===== src/rtl/mmio_timer.sv =====
// mmio_timer
// Memory-mapped timer that sits beside the data memory on the CPU load/store
// port. It provides a prescaled 32-bit up-counter, a compare register, a
// sticky match flag (write-1-to-clear) and a level interrupt.
//
// Ports:
//   clk   - CPU clock, all state updates on the rising edge
//   rstn  - asynchronous active-low reset
//   addr  - byte address from the CPU
//   din   - right-aligned store data
//   DMWr  - store strobe
//   ls    - access type: [1:0] size (00 byte, 01 half, 10 word, 11 none),
//           [2] unsigned load, [3] ignored
//   dout  - combinational load data, extended per ls
//   hit   - address falls in the 32-byte window at BASE
//   irq   - STATUS.MF & CTRL.IE
//
// Register map (offset): 0x00 CTRL {IE,AR,EN}, 0x04 COUNT, 0x08 CMP,
// 0x0C STATUS {MF} (W1C), 0x10 PRESC[15:0], 0x14-0x1C unmapped.
module mmio_timer #(
    parameter logic [31:0] BASE = 32'h0000_0400
) (
    input  logic        clk,
    input  logic        rstn,
    input  logic [31:0] addr,
    input  logic [31:0] din,
    input  logic        DMWr,
    input  logic [3:0]  ls,
    output logic [31:0] dout,
    output logic        hit,
    output logic        irq
);

    typedef enum logic [2:0] {
        REG_CTRL   = 3'd0,
        REG_COUNT  = 3'd1,
        REG_CMP    = 3'd2,
        REG_STATUS = 3'd3,
        REG_PRESC  = 3'd4
    } reg_sel_e;

    typedef enum logic [1:0] {
        SZ_BYTE = 2'b00,
        SZ_HALF = 2'b01,
        SZ_WORD = 2'b10,
        SZ_NONE = 2'b11
    } size_e;

    logic [2:0]  ctrl_q;
    logic [31:0] count_q;
    logic [31:0] cmp_q;
    logic        mf_q;
    logic [15:0] presc_q;
    logic [15:0] pcnt_q;

    reg_sel_e    sel;
    size_e       size;
    logic        access_ok;
    logic [3:0]  be;
    logic [31:0] wdata;
    logic [31:0] bmask;
    logic [31:0] rd_reg;
    logic [31:0] shifted;
    logic [31:0] merged;
    logic        wr;
    logic        en;
    logic        tick;
    logic        match;
    logic        unused_ls3;

    assign unused_ls3 = ls[3];

    assign hit  = (addr[31:5] == BASE[31:5]);
    assign sel  = reg_sel_e'(addr[4:2]);
    assign size = size_e'(ls[1:0]);

    // Access decode: alignment check, byte-lane enables and lane-replicated
    // store data so the merge below is a single mask operation.
    always_comb begin
        access_ok = 1'b0;
        be        = 4'b0000;
        wdata     = '0;
        case (size)
            SZ_BYTE: begin
                access_ok = 1'b1;
                be        = 4'b0001 << addr[1:0];
                wdata     = {4{din[7:0]}};
            end
            SZ_HALF: begin
                access_ok = ~addr[0];
                be        = addr[1] ? 4'b1100 : 4'b0011;
                wdata     = {2{din[15:0]}};
            end
            SZ_WORD: begin
                access_ok = (addr[1:0] == 2'b00);
                be        = 4'b1111;
                wdata     = din;
            end
            default: begin
                access_ok = 1'b0;
                be        = 4'b0000;
                wdata     = '0;
            end
        endcase
    end

    assign bmask = {{8{be[3]}}, {8{be[2]}}, {8{be[1]}}, {8{be[0]}}};

    always_comb begin
        rd_reg = '0;
        case (sel)
            REG_CTRL:   rd_reg = {29'd0, ctrl_q};
            REG_COUNT:  rd_reg = count_q;
            REG_CMP:    rd_reg = cmp_q;
            REG_STATUS: rd_reg = {31'd0, mf_q};
            REG_PRESC:  rd_reg = {16'd0, presc_q};
            default:    rd_reg = '0;
        endcase
    end

    assign shifted = rd_reg >> {addr[1:0], 3'b000};
    assign merged  = (rd_reg & ~bmask) | (wdata & bmask);
    assign wr      = DMWr & hit & access_ok;

    always_comb begin
        dout = '0;
        if (hit && access_ok) begin
            case (size)
                SZ_BYTE: dout = ls[2] ? {24'd0, shifted[7:0]}
                                      : {{24{shifted[7]}}, shifted[7:0]};
                SZ_HALF: dout = ls[2] ? {16'd0, shifted[15:0]}
                                      : {{16{shifted[15]}}, shifted[15:0]};
                SZ_WORD: dout = shifted;
                default: dout = '0;
            endcase
        end
    end

    assign en    = ctrl_q[0];
    assign tick  = en && (pcnt_q == presc_q);
    assign match = (count_q == cmp_q);

    always_ff @(posedge clk or negedge rstn) begin
        if (!rstn) begin
            ctrl_q  <= '0;
            count_q <= '0;
            cmp_q   <= '0;
            mf_q    <= 1'b0;
            presc_q <= '0;
            pcnt_q  <= '0;
        end else begin
            if (wr && sel == REG_CTRL) begin
                ctrl_q <= merged[2:0];
            end
            if (wr && sel == REG_CMP) begin
                cmp_q <= merged;
            end
            if (wr && sel == REG_PRESC) begin
                presc_q <= merged[15:0];
            end

            // Prescaler restarts on a PRESC write or when EN is written 0.
            if (wr && sel == REG_PRESC) begin
                pcnt_q <= '0;
            end else if (wr && sel == REG_CTRL && !merged[0]) begin
                pcnt_q <= '0;
            end else if (tick) begin
                pcnt_q <= '0;
            end else if (en) begin
                pcnt_q <= pcnt_q + 16'd1;
            end

            // CPU write to COUNT overrides the tick update on the same edge.
            if (wr && sel == REG_COUNT) begin
                count_q <= merged;
            end else if (tick) begin
                count_q <= (match && ctrl_q[1]) ? 32'd0 : count_q + 32'd1;
            end

            // A match set wins over a W1C clear on the same edge.
            if (tick && match) begin
                mf_q <= 1'b1;
            end else if (wr && sel == REG_STATUS && be[0] && wdata[0]) begin
                mf_q <= 1'b0;
            end
        end
    end

    assign irq = mf_q & ctrl_q[2];

endmodule


===== config.mk =====
export PLATFORM = sky130hd
export DESIGN_NAME = mmio_timer
export DESIGN_NICKNAME = d
export VERILOG_FILES = /design/src/rtl/mmio_timer.sv
export SDC_FILE = /design/constraint.sdc
export NUM_CORES = 1
export LEC_CHECK = 0
export CAP_MARGIN = 0
export CORE_AREA = 2 2 147 149
export DETAILED_ROUTE_END_ITERATION = 10
export DIE_AREA = 0 0 149 151
export SYNTH_ARGS = -nofsm -noshare
export SYNTH_HDL_FRONTEND = slang
export SYNTH_SLANG_ARGS = --single-unit

===== constraint.sdc =====
create_clock -name clk -period 6.65 [get_ports clk]
set_clock_uncertainty 0.2 [all_clocks]
set_input_delay 1.33 -clock clk [delete_from_list [all_inputs] [get_ports clk]]
set_output_delay 1.33 -clock clk [all_outputs]
set_load 0.005 [all_outputs]

==> results.md, run 1 <==
Finish:
- The proportion of layout cells with a drive suffix above 1 is 8.285%.
- The number of nets in the final layout is approximately 1100.
- The final instance count without filler cells is around 1300.
- With fillers left out, the area of the finished cells amounts to roughly 9200 sq um.
- The area growth from synthesis to final layout is 19.81%.
- The number of fill cells in the layout is 2129.

Detailed routing:
- Summing over every cut layer, the via total after detailed routing is 7798.
- The average wire length per cell after detail routing is approximately 22 microns.
- After detailed routing, the total wire length is 28.48 mm.
- The remaining design rule violation count is 0.
- The detailed-route vias per instance is 5.935.
- For this run, the detailed router's first-pass iteration total came to 6.
- The count of nets left with antenna violations once routing finished came out at 0.
- After the first detailed-routing iteration, the DRC count stood at around 780.

Timing:
- Setup violations remaining at the end of the flow were counted as 0.
- The timing-limited maximum frequency is roughly 0.17 GHz.
- The total count of max-transition violations in the final report came to 0.
- Setup repair after global routing left no endpoint under its margin.
- The smallest clock period supported by the final layout is computed as roughly 6.0 ns.
- Dividing the final minimum period by the clock period gives 89.73%.
- The minimum setup slack in the final design is 0.6828 ns.
- The count of final hold-check violations is 0.
- The final sum of negative setup slack is 0 ns.
- At the pin with the least slew margin, the transition time is 1.076 ns.
- The tightest slew margin relative to the limit is 27.77%.

Placed design:
- The wire-length estimate of the detail-placed layout is 21.42 mm.
- The number of buffers added on ports is ~100.
- Before CTS, the worst setup slack after placement is approximately 0.7 ns.
- The area after detailed placement is 8902 sq um.
- Routability-driven placement finished with a final weighted congestion of ~0.96.
- The cell count after placement is around 1300.

GRT:
- met2 is the most crowded layer.
- The met3 usage is a little over 4%.
- In the global route stage, met1 resource usage came out at 34.00%.
- The number of global-route vias before repair is 7232.
- Entering global routing, the biggest net connects 54 pins.
- The number of antenna violations at the first check in global routing was 1.
- The total global-route track usage is between 20% and 30%.
- The global routing met2 resource utilization is 39.86%.
- The global-route wire length before repair is 43.06 mm.
- For this run the aggregate overflow at the end of global routing stands at 0.

Min path:
- The path class of the tightest hold or removal check is register to register.
- In this run the most critical hold path is launched from ctrl_q[2].

Status:
- The run finished with clean final reports.

Die:
- The initial utilization of the core area, before any placement, comes to approximately 37%.
- The vertical extent of the die is 151 microns.
- After floorplanning, the core was divided into 53 placement rows.
- The area of the die is 22500 sq um.
- The area of the core region is around 21000 sq um.
- Pin placement for this block handled 105 I/O pins.
- From left edge to right edge, the die measures approximately 150 microns.

Synthesis:
- Synthesis produced a netlist with a net count of ~1100.
- The number of enable flip-flop cells after synthesis is 0.
- The share of the Yosys chip area taken by registers is 32.63%.
- The top flip-flop cell by instance count after synthesis is dfrtp_1.
- Counting flops and latches in the post-synthesis netlist gives 100.
- Yosys printed 0 warnings.
- The average size of a mapped cell is 7.833 sq um.
- The mapped netlist covers 7669 sq um.
- Of all flip-flops after synthesis, the portion carrying an async set or reset was 100.0%.
- The synthesized netlist contains between 60 and 70 unique library cells.
- The cell count after synthesis came out at between 900 and 1000.

Worst setup path:
- Tracing the worst setup path back leads to its startpoint at addr[3].
- The worst endpoint required time is 5.12 ns.
- The worst-path maximum fanout is 13.
- The worst setup path is of the input port to output port kind.
- The data arrival time of the worst path is 4.44 ns.
- In this run the critical register-to-register path is launched from ctrl_q[0].
- STA classifies the critical path endpoint as an output port.
- The launching element type of the critical path is an input port.

Clocking:
- The clock tree root driver cell is clkbuf_16.
- For this design, the CTS-stage hold fixing added 0 buffers.
- Clock latency on the worst-skew pair, taken at its later pin, is 0.37 ns.
- The clock-pin slew reported for the worst setup and hold paths after clock tree synthesis is 0.08 ns.
- Counting along the longest clock path gives a buffer depth of 2.
- The number of clock buffers added by TritonCTS is 9.
- Buffers added to address setup during post-CTS repair amount to 0.
- The clock tree synthesis step divided the H-tree into 3 levels.
- The number of cells upsized or downsized after cts is 0.
- TritonCTS built the clock tree.
- CTS saw 100 sinks.

Power and ir drop:
- The analysis attributes to cell leakage a power of 3.500 nW.
- In this run the power density over the cells is 145.2 nW/um^2.
- The worst-case IR drop observed on VDD is 0.00009753 V.

Flow run:
- The number of max-capacitance violations reported is 0.
metrics by stage:
stage | hold WS (ns) | util [%] | total power [W]
floorplan | 0.2613 | - | 0.0007137
global placement | 0.3068 | 42.75 | 0.0008181
detailed placement | 0.3144 | 42.75 | 0.0008178
CTS | 0.3310 | 44.11 | 0.001339
global route | 0.3551 | 44.12 | 0.001378
finish | 0.3344 | 44.12 | 0.001334
kinds of logic (layout without fill, tap and decap cells):
| logic type | after synthesis | in the layout | share of synthesized area [%] |
|---|---|---|---|
| fa+ha+maj | 2 | 2 | 0.3263 |
| xor+xnor | 49 | 49 | 5.596 |
| buf+inv | 97 | 156 | 5.123 |
| mux | 47 | 47 | 6.755 |
| simple gates | 364 | 364 | 23.28 |
| other cells | 0 | 1 | 0 |
| flops | 100 | 100 | 32.63 |
| compound gates | 320 | 320 | 26.28 |
placed cells by master, fill, tap and decap left out, types with 10 or more instances in the layout:
master           instances
mux2i_1                 18
mux2_2                  27
or3_1                   10
nand3_1                 22
buf_4                   28
a21oi_1                105
nand4_1                 17
nand2_1                151
o21a_1                  14
o21ai_0                 67
a31oi_1                 13
nor2b_1                 16
nor4_1                  14
clkdlybuf4s50_1        102
dfrtp_1                100
nor3_1                  12
nor2_1                  62
xnor2_1                 40
a22oi_1                 37
area by class of cell:
class,count,area [sq um],share of cell area (%)
clock inverters,7,57.56,0.6264
repair buffers,130,1231,13.40
inverters,10,37.54,0.4086
flip-flops and latches,100,2502,27.24
multi-input cells,782,4787,52.10
diodes,1,2.502,0.02724
well taps,275,344.1,3.745
clock buffers,9,225.2,2.451
worst paths after layout:
kind                       slack (ns)          end  cells past startpoint
setup / recovery                 0.68     dout[15]                      9
hold / removal                   0.33    ctrl_q[2]                      1
setup reg to reg                 3.52  count_q[23]                      6
hold reg to reg                  0.33    ctrl_q[2]                      1
max in group asynchronous        4.29  count_q[17]                      2
min in group asynchronous        0.82    cmp_q[19]                      1
power breakdown:
part,total [W],internal [W],switching (W)
combinational,0.000201,0.0000776,0.000123
clock,0.000524,0.000260,0.000264
sequential,0.000608,0.000608,0.000000646
flip-flops by register name, indices dropped and copies added (netlist names):
register  flops
count_q      32
cmp_q        32
pcnt_q       16
mf_q          1
presc_q      16
ctrl_q        3
routing by layer:
layer	share of wire, %	routed length, microns	vias to the layer above
li1	-	-	3679
met1	43	12140	3767
met2	46	13130	287
met3	6.9	1964	65
met4	4.4	1239	0
met5	0	0	-
cells in the mapped netlist, types with 13 or more instances:
cell type,number,share of area (%)
a21oi_1,105,6.9
nand2_1,151,7.4
o21a_1,14,1.4
nor3_1,13,0.85
nand3_1,22,1.4
a31oi_1,13,1.1
mux2i_1,18,2.3
a22oi_1,37,3.6
nor4_1,15,1.2
dfrtp_1,100,33
nand4_1,17,1.4
nor2b_1,16,1.3
xnor2_1,40,4.6
o21ai_0,67,4.4
clkbuf_1,66,3.2
mux2_2,27,4.0
nor2_1,63,3.1
worst max-delay path: stages:
cell and delay, ns:
clkdlybuf4s50_1 0.45, buf_4 0.21, nor2b_1 0.19, a22oi_1 0.09
or2_2 0.33, mux4_2 0.50, or4_1 0.59, a21oi_1 0.20
clkdlybuf4s50_1 0.54
Note: power is estimated with default switching activity, not from simulation.
==> inputs of run 2 (changes only) <==
--- a/config.mk
+++ b/config.mk
@@ -9,6 +9,7 @@
 export CORE_AREA = 2 2 147 149
 export DETAILED_ROUTE_END_ITERATION = 10
 export DIE_AREA = 0 0 149 151
+export DONT_BUFFER_PORTS = 1
 export SYNTH_ARGS = -nofsm -noshare
 export SYNTH_HDL_FRONTEND = slang
 export SYNTH_SLANG_ARGS = --single-unit
==> results.md, run 2 (synthesized netlist as in run 1, its figures left out) <==
Worst setup path:
- The setup slack on the worst flop-to-flop path is ~3.4 ns.
- The destination of the worst register-to-register timing path is count_q[28].
- The worst-path maximum fanout is 33.
- The critical path capture point type is an output port.
- The path depth of the worst reg2reg path is 8.
- STA puts the critical path data arrival time at just under 4 ns.
- For the worst setup path, the data required time is slightly above 5 ns.
- The setup path with the least slack is of type input port to output port.
- The launching element type of the critical path is an input port.
- The startpoint of the lowest-slack register-to-register path is count_q[9].

Die:
- The area of the die is 22500 sq um.
- After floorplanning, the core was sized to cover ~21000 sq um.
- The vertical extent of the die is approximately 150 microns.
- Measured along the x axis, the die boundary spans between 100 and 150 microns.
- The initialized floorplan defines 53 standard-cell rows.
- The initial core utilization is 36.83%.
- The total I/O pin count is between 100 and 150.

Timing:
- For this run, the top clock speed supported by timing is 0.1849 GHz.
- The slew at the pin with the worst max-slew slack is around 1.1 ns.
- Subtracting the final worst setup slack from the clock period gives ~5.4 ns.
- The final sum of negative setup slack is 0 ns.
- Setup repair after global routing left no endpoint under its margin.
- On the final layout, the worst hold slack is 0.3243 ns.
- The total count of max-transition violations in the final report is 0.
- The tightest slew margin relative to the limit is 23.83%.
- The count of final hold-check violations is 0.
- The final setup violation count is 0.
- After layout, the worst path uses 81.33% of the clock period.

Power and ir drop:
- The power density relative to cell area is 159.3 nW/um^2.
- Summed over all cells, the static leakage comes to 3.070 nW.
- The maximum ir drop on the vdd rail is 0.0001154 V.

GRT:
- The first global-routing pass estimated 41.40 mm of wire.
- The total global-route track usage is 23.92%.
- Entering global routing, the biggest net connects 101 pins.
- Summed over all layers, the global routing overflow is 0.
- The number of antenna violations at the first check in global routing is 0.
- The number of global-route vias before repair is 6976.

Finish:
- The area growth from synthesis to layout is 5.662%.
- The number of fill cells in the layout is 2183.
- The post-route netlist has 8.009% of its cells at a drive strength greater than 1.
- Leaving out fill and tap cells, the most frequent cell in the layout is nand2_1.
- The final core area utilization is approximately two fifths.
- The number of nets in the final layout is 992.
- The top cell types in the final layout, fill and taps aside, are nand2_1, a21oi_1, dfrtp_1.
- The largest registers in the layout are cmp_q: 32 flops, count_q: 32 flops.
- The antenna cell count is 0.
- The total non-filler cell area in the finished layout is 8103 sq um.

Placed design:
- The wire-length estimate of the detail-placed layout is 19.83 mm.
- The number of buffers added on ports is 0.
- The area after detailed placement is 7791 sq um.
- The congestion estimate from routability-driven global placement came to between 0.9 and 1.

Min path:
- The worst hold path depth is 2.
- The worst hold path terminates at mf_q.
- The startpoint identified for the worst hold timing path is mf_q.
- The class of the most critical hold timing path is register to register.

Detailed routing:
- The remaining design rule violation count is 0.
- The count of nets left with antenna violations once routing finished came out at 0.
- The detailed-route vias per instance is 6.219.
- For this block, the initial DRC count from the detailed router was 695.
- The average wire length per cell after detail routing is 22.61 microns.
- For this block, the via count after detailed routing is ~7500.
- The wire length reported by the detailed router is 27.12 mm.
- The iteration count of the initial detailed-routing pass is 5.

Status:
- The flow ran to the end, and the final reports show no timing, DRC or antenna violations.

Clocking:
- The number of buffers created by CTS is 9.
- The maximum clock insertion buffer count is 2.
- Clock-pin slew was measured on the worst setup and hold paths at 0.07 ns.
- The clock sink total is 100.
- The clock tree root driver cell is clkbuf_16.
- The post-CTS setup buffer count is 0.
- The CTS tree is done.
- After clock tree synthesis, the flow added hold-fix buffers numbering 0.
- In this run the number of H-tree levels came out at 3.
- The number of cells upsized or downsized after cts is 0.
- The source-to-sink clock delay at the later pin of the worst-skew pair is 0.36 ns.

Flow run:
- Max-cap violations in this run came to 0.
[run 2: cell count changes in the layout (fill, tap and decap cells not counted)]
cell / before / now
inv_6: 2 / 0
clkbuf_8: 0 / 1
clkdlybuf4s50_1: 102 / 0
buf_4: 28 / 16
diode_2: 1 / 0
bufinv_16: 0 / 1
clkinvlp_4: 2 / 3
clkinv_2: 1 / 0
[run 2: power by group]
part / switching (W) / internal (W) / leakage, nW
Sequential: 0.000000590 / 0.000608 / 1.30
Combinational: 0.0000767 / 0.0000395 / 1.63
Clock: 0.000260 / 0.000306 / 0.143
[run 2: per-layer routing]
metal,GRT usage (%),part of all wire (%),routed length (microns),up-vias
met5,0,0,0,-
met4,8.619,3.3,887,0
met3,4.819,8.7,2364,48
met2,37.56,46,12570,339
met1,32.72,42,11290,3627
li1,-,-,-,3442
[run 2: worst max-delay path by stage]
stage / from / endpoint / slack (ns) / cells after the start
4_1_cts: addr[2] / dout[15] / 1.28 / 7
3_3_place_gp: addr[2] / dout[15] / 1.33 / 7
3_5_place_dp: addr[2] / dout[15] / 1.28 / 7
6_report: addr[2] / dout[15] / 1.24 / 7
2_1_floorplan: addr[3] / dout[10] / 1.97 / 8
5_1_grt: addr[2] / dout[12] / 1.13 / 7
[run 2: final cells by class]
cell class | instances | area [sq um] | share of cell area, %
inverters | 10 | 37.54 | 0.4632
clock buffers | 10 | 239.0 | 2.949
flip-flops and latches | 100 | 2502 | 30.88
multi-input cells | 782 | 4787 | 59.08
well taps | 275 | 344.1 | 4.246
clock inverters | 6 | 72.57 | 0.8956
repair buffers | 16 | 120.1 | 1.482
[run 2: worst max-delay path, stage by stage]
cell	delay [ns]
nor2b_1	0.51
nor2b_1	0.20
buf_4	0.28
a2bb2oi_1	0.16
mux4_2	0.51
or4_1	0.60
a21oi_1	0.27
[run 2: per-stage QoR]
stage	power, W	worst slack (ns)	std cells
4_1_cts	0.001292	1.279	1199
2_1_floorplan	0.0007137	1.969	979
5_1_grt	0.001330	1.128	1199
6_report	0.001290	1.242	1199
3_5_place_dp	0.0007331	1.283	1183
3_3_place_gp	0.0007331	1.332	1183
==> inputs of run 3 (changes only) <==
==> constraint.sdc (replaced) <==
create_clock -name clk -period 5.3 [get_ports clk]
set_clock_uncertainty 0.2 [all_clocks]
set_input_delay 1.06 -clock clk [delete_from_list [all_inputs] [get_ports clk]]
set_output_delay 1.06 -clock clk [all_outputs]
set_load 0.005 [all_outputs]
==> results.md, run 3 (synthesized netlist as in run 1, its figures left out) <==
Power and ir drop:
- In this run, flip-flops and latches consume 48.3% of the power.
- Power spread over the standard cell area amounts to 195.1 nW/um^2.
- The combinational group share of total power is 9.4%.
- The internal power is 0.001153 W.
- The net switching share of the total power is 26.98%.
- The switching power is roughly 0.00043 W.
- The clock network burns 42.3% of the power.
- In this run the static leakage power is slightly above 3 nW.
- The worst-case IR drop observed on VDD is about 0.00013 V.
- The total power is about 0.0016 W.

Worst setup path:
- Data on the critical path is required at its endpoint by 4.04 ns.
- Walking the worst path, the cells encountered are nor2b_1 > buf_4 > a22oi_1 > or2_2 > mux4_2 > or4_1 > a21oi_1.
- Counting both buffers and inverters, the worst setup path holds a total of 1.
- The worst setup path is launched from an input port.
- In this design, the stage delay of the slowest critical-path cell is 0.60 ns.
- The critical path capture point type is an output port.
- The data arrival time of the worst path is between 3 and 4 ns.
- In this run the worst path has a maximum fanout of 33.
- Among cell families on the critical path, the largest total delay comes from simple AND/OR/NAND/NOR gates.
- The critical path is of the input port to output port type.
- For this design, the slowest cell found on the critical path is or4_1.

Finish:
- In the final layout, the share of cells above drive strength 1 is 8.108%.
- The total non-filler cell area in the finished layout is 8094 sq um.
- At the end of the flow, the number of nets in the layout was 993.
- The final instance count without filler cells is 1201.
- The largest registers in the layout are cmp_q: 32 flops, count_q: 32 flops.
- The area growth from synthesis to final layout is 5.547%.
- Leaving out fill and tap cells, the most frequent cells in the layout are nand2_1, a21oi_1, dfrtp_1.
- The library cell used most frequently in the layout, excluding fill and tap cells, is nand2_1.

Timing:
- The count of final hold-check violations is 0.
- The routed design could run at a clock period as short as 4.492 ns.
- In this run the tightest slew margin relative to its limit is 23.26%.
- The slew at the pin with the worst max-slew slack is around 1.1 ns.
- Setup violations remaining at the end of the flow were counted as 0.
- The worst path uses 84.76% of the clock period.
- The total count of max-transition violations in the final report is 0.
- The timing-limited maximum frequency is 0.2226 GHz.
- Setup repair after global routing left no endpoint under its margin.
- The minimum hold slack is approximately 0.19 ns.
- The final sum of negative setup slack is 0 ns.

Clocking:
- The clock tree root driver cell is clkbuf_16.
- The clock reaches the later pin of the worst-skew pair after 0.37 ns.
- CTS saw 100 sinks.
- The clock-pin slew reported for the worst setup and hold paths after clock tree synthesis is 0.07 ns.
- Buffers inserted to repair hold after CTS numbered 0.
- The maximum clock insertion buffer count is 2.
- The number of setup buffers added after CTS is 0.
- The number of levels the H-tree was split into is 3.
- The number of buffers created by CTS is 9.
- TritonCTS built the clock tree.
- Post-CTS repair changed the size of 0 cells.

GRT:
- Global routing consumed, on the met1 layer, between 30% and 40% of the routing resources.
- Global routing used 23.72% of the available tracks across all layers.
- The number of antenna violations at the first check in global routing is 1.
- The global-route wire length before repair is 40.63 mm.
- The number of global-route vias before repair is 6811.
- The met3 usage is 5.301%.
- The total grt overflow is 0.
- Entering global routing, the biggest net connects 101 pins.
- The global routing's busiest layer is met2.
- Global routing used 35.44% of the available met2 tracks.

Detailed routing:
- The first detailed-routing pass took 5 iterations.
- The via total after detailed routing is 7390.
- In the routed design, unresolved DRC markers number 0.
- Once detail routing completed, the nets flagged for antenna violations numbered 0.
- The detailed router finished its first iteration with between 700 and 800 violations.
- The average wire length per cell after detail routing is 22.35 microns.
- Using the TritonRoute via totals, the vias-per-cell ratio works out to 6.153.
- The wire length reported by the detailed router is 26.85 mm.

Flow run:
- The tool flagged a number of max-cap violations equal to 0.

Die:
- The floorplan step set the die height to 151 microns.
- The total I/O pin count is 105.
- The initial utilization of the core area, before any placement, comes to 36.83%.
- The area of the core region is 20820 sq um.
- The x dimension of the die is 149 microns.
- The floorplan step defined a die boundary enclosing about 22000 sq um.
- The number of placement rows is 53.

Placed design:
- The area after detailed placement is slightly below 8000 sq um.
- Routability-driven placement finished with a final weighted congestion of 0.9324.
- The number of placed instances, taps included, is 1184.
- The number of buffers added on ports is 0.
- Detailed placement finished with a half-perimeter wire length of 19.81 mm.

Min path:
- The class of the most critical hold timing path is input port to async pin.

Status:
- The flow ran to the end, and the final reports show no timing, DRC or antenna violations.
==> run 3: cell types whose count changed in the layout (fill, tap and decap cells not counted), sizes merged <==
| cell | change |
|---|---|
| clkinvlp | -2 |
| inv | +2 |
| buf | +1 |
| bufinv | -1 |
| clkinv | +1 |
| diode | +1 |
==> run 3: per-stage QoR <==
step                      util [%]  worst slack, ns
after floorplan                  -            1.159
after global placement       37.45           0.8452
after detailed placement     37.45           0.8280
after CTS                    38.86           0.8295
after global routing         38.86           0.6643
final                        38.87           0.8075
==> run 3: cell type report <==
cell class | instances | area [sq um]
inverter | 10 | 37.54
sequential | 100 | 2502
multi-input combinational | 782 | 4787
clock inverter | 6 | 53.80
tap | 275 | 344.1
clock buffer | 10 | 239.0
antenna | 1 | 2.502
timing repair buffer | 17 | 127.6
fill | 2210 | 12730
==> run 3: per-layer routing <==
| layer | wire [microns] | part of all wire [%] | up-vias |
|---|---|---|---|
| li1 | - | - | 3450 |
| met1 | 11320 | 42 | 3549 |
| met2 | 11980 | 45 | 323 |
| met3 | 2312 | 8.6 | 66 |
| met4 | 1221 | 4.5 | 2 |
| met5 | 13 | 0.048 | - |
==> run 3: final timing paths <==
path                              from           to  slack, ns  depth (start not counted)
max                            addr[2]     dout[15]       0.81                          7
min reg2reg                  cmp_q[28]    cmp_q[28]       0.33                          2
min in group clk             cmp_q[28]    cmp_q[28]       0.33                          2
max reg2reg                count_q[19]  count_q[28]       1.88                          8
max in group asynchronous         rstn    cmp_q[12]       4.55                          0
min                               rstn    cmp_q[24]       0.19                          0
==> run 3: worst register-to-register path, stage by stage (launching register included) <==
cell and delay (ns):
dfrtp_1 0.47, xnor2_1 0.34, nand4_1 0.22, nor4_2 0.57, nand3_1 0.54, buf_4 0.41
o21a_1 0.14, o21a_1 0.16, o31a_1 0.26
==> run 3: power groups by stage <==
stage | logic (W) | registers (W) | clock network [W]
finish | 0.000148 | 0.000763 | 0.000667
global placement | 0.000145 | 0.000779 | 0
floorplan | 0.000117 | 0.000778 | 0
detailed placement | 0.000144 | 0.000779 | 0
global route | 0.000158 | 0.000763 | 0.000711
CTS | 0.000145 | 0.000763 | 0.000683
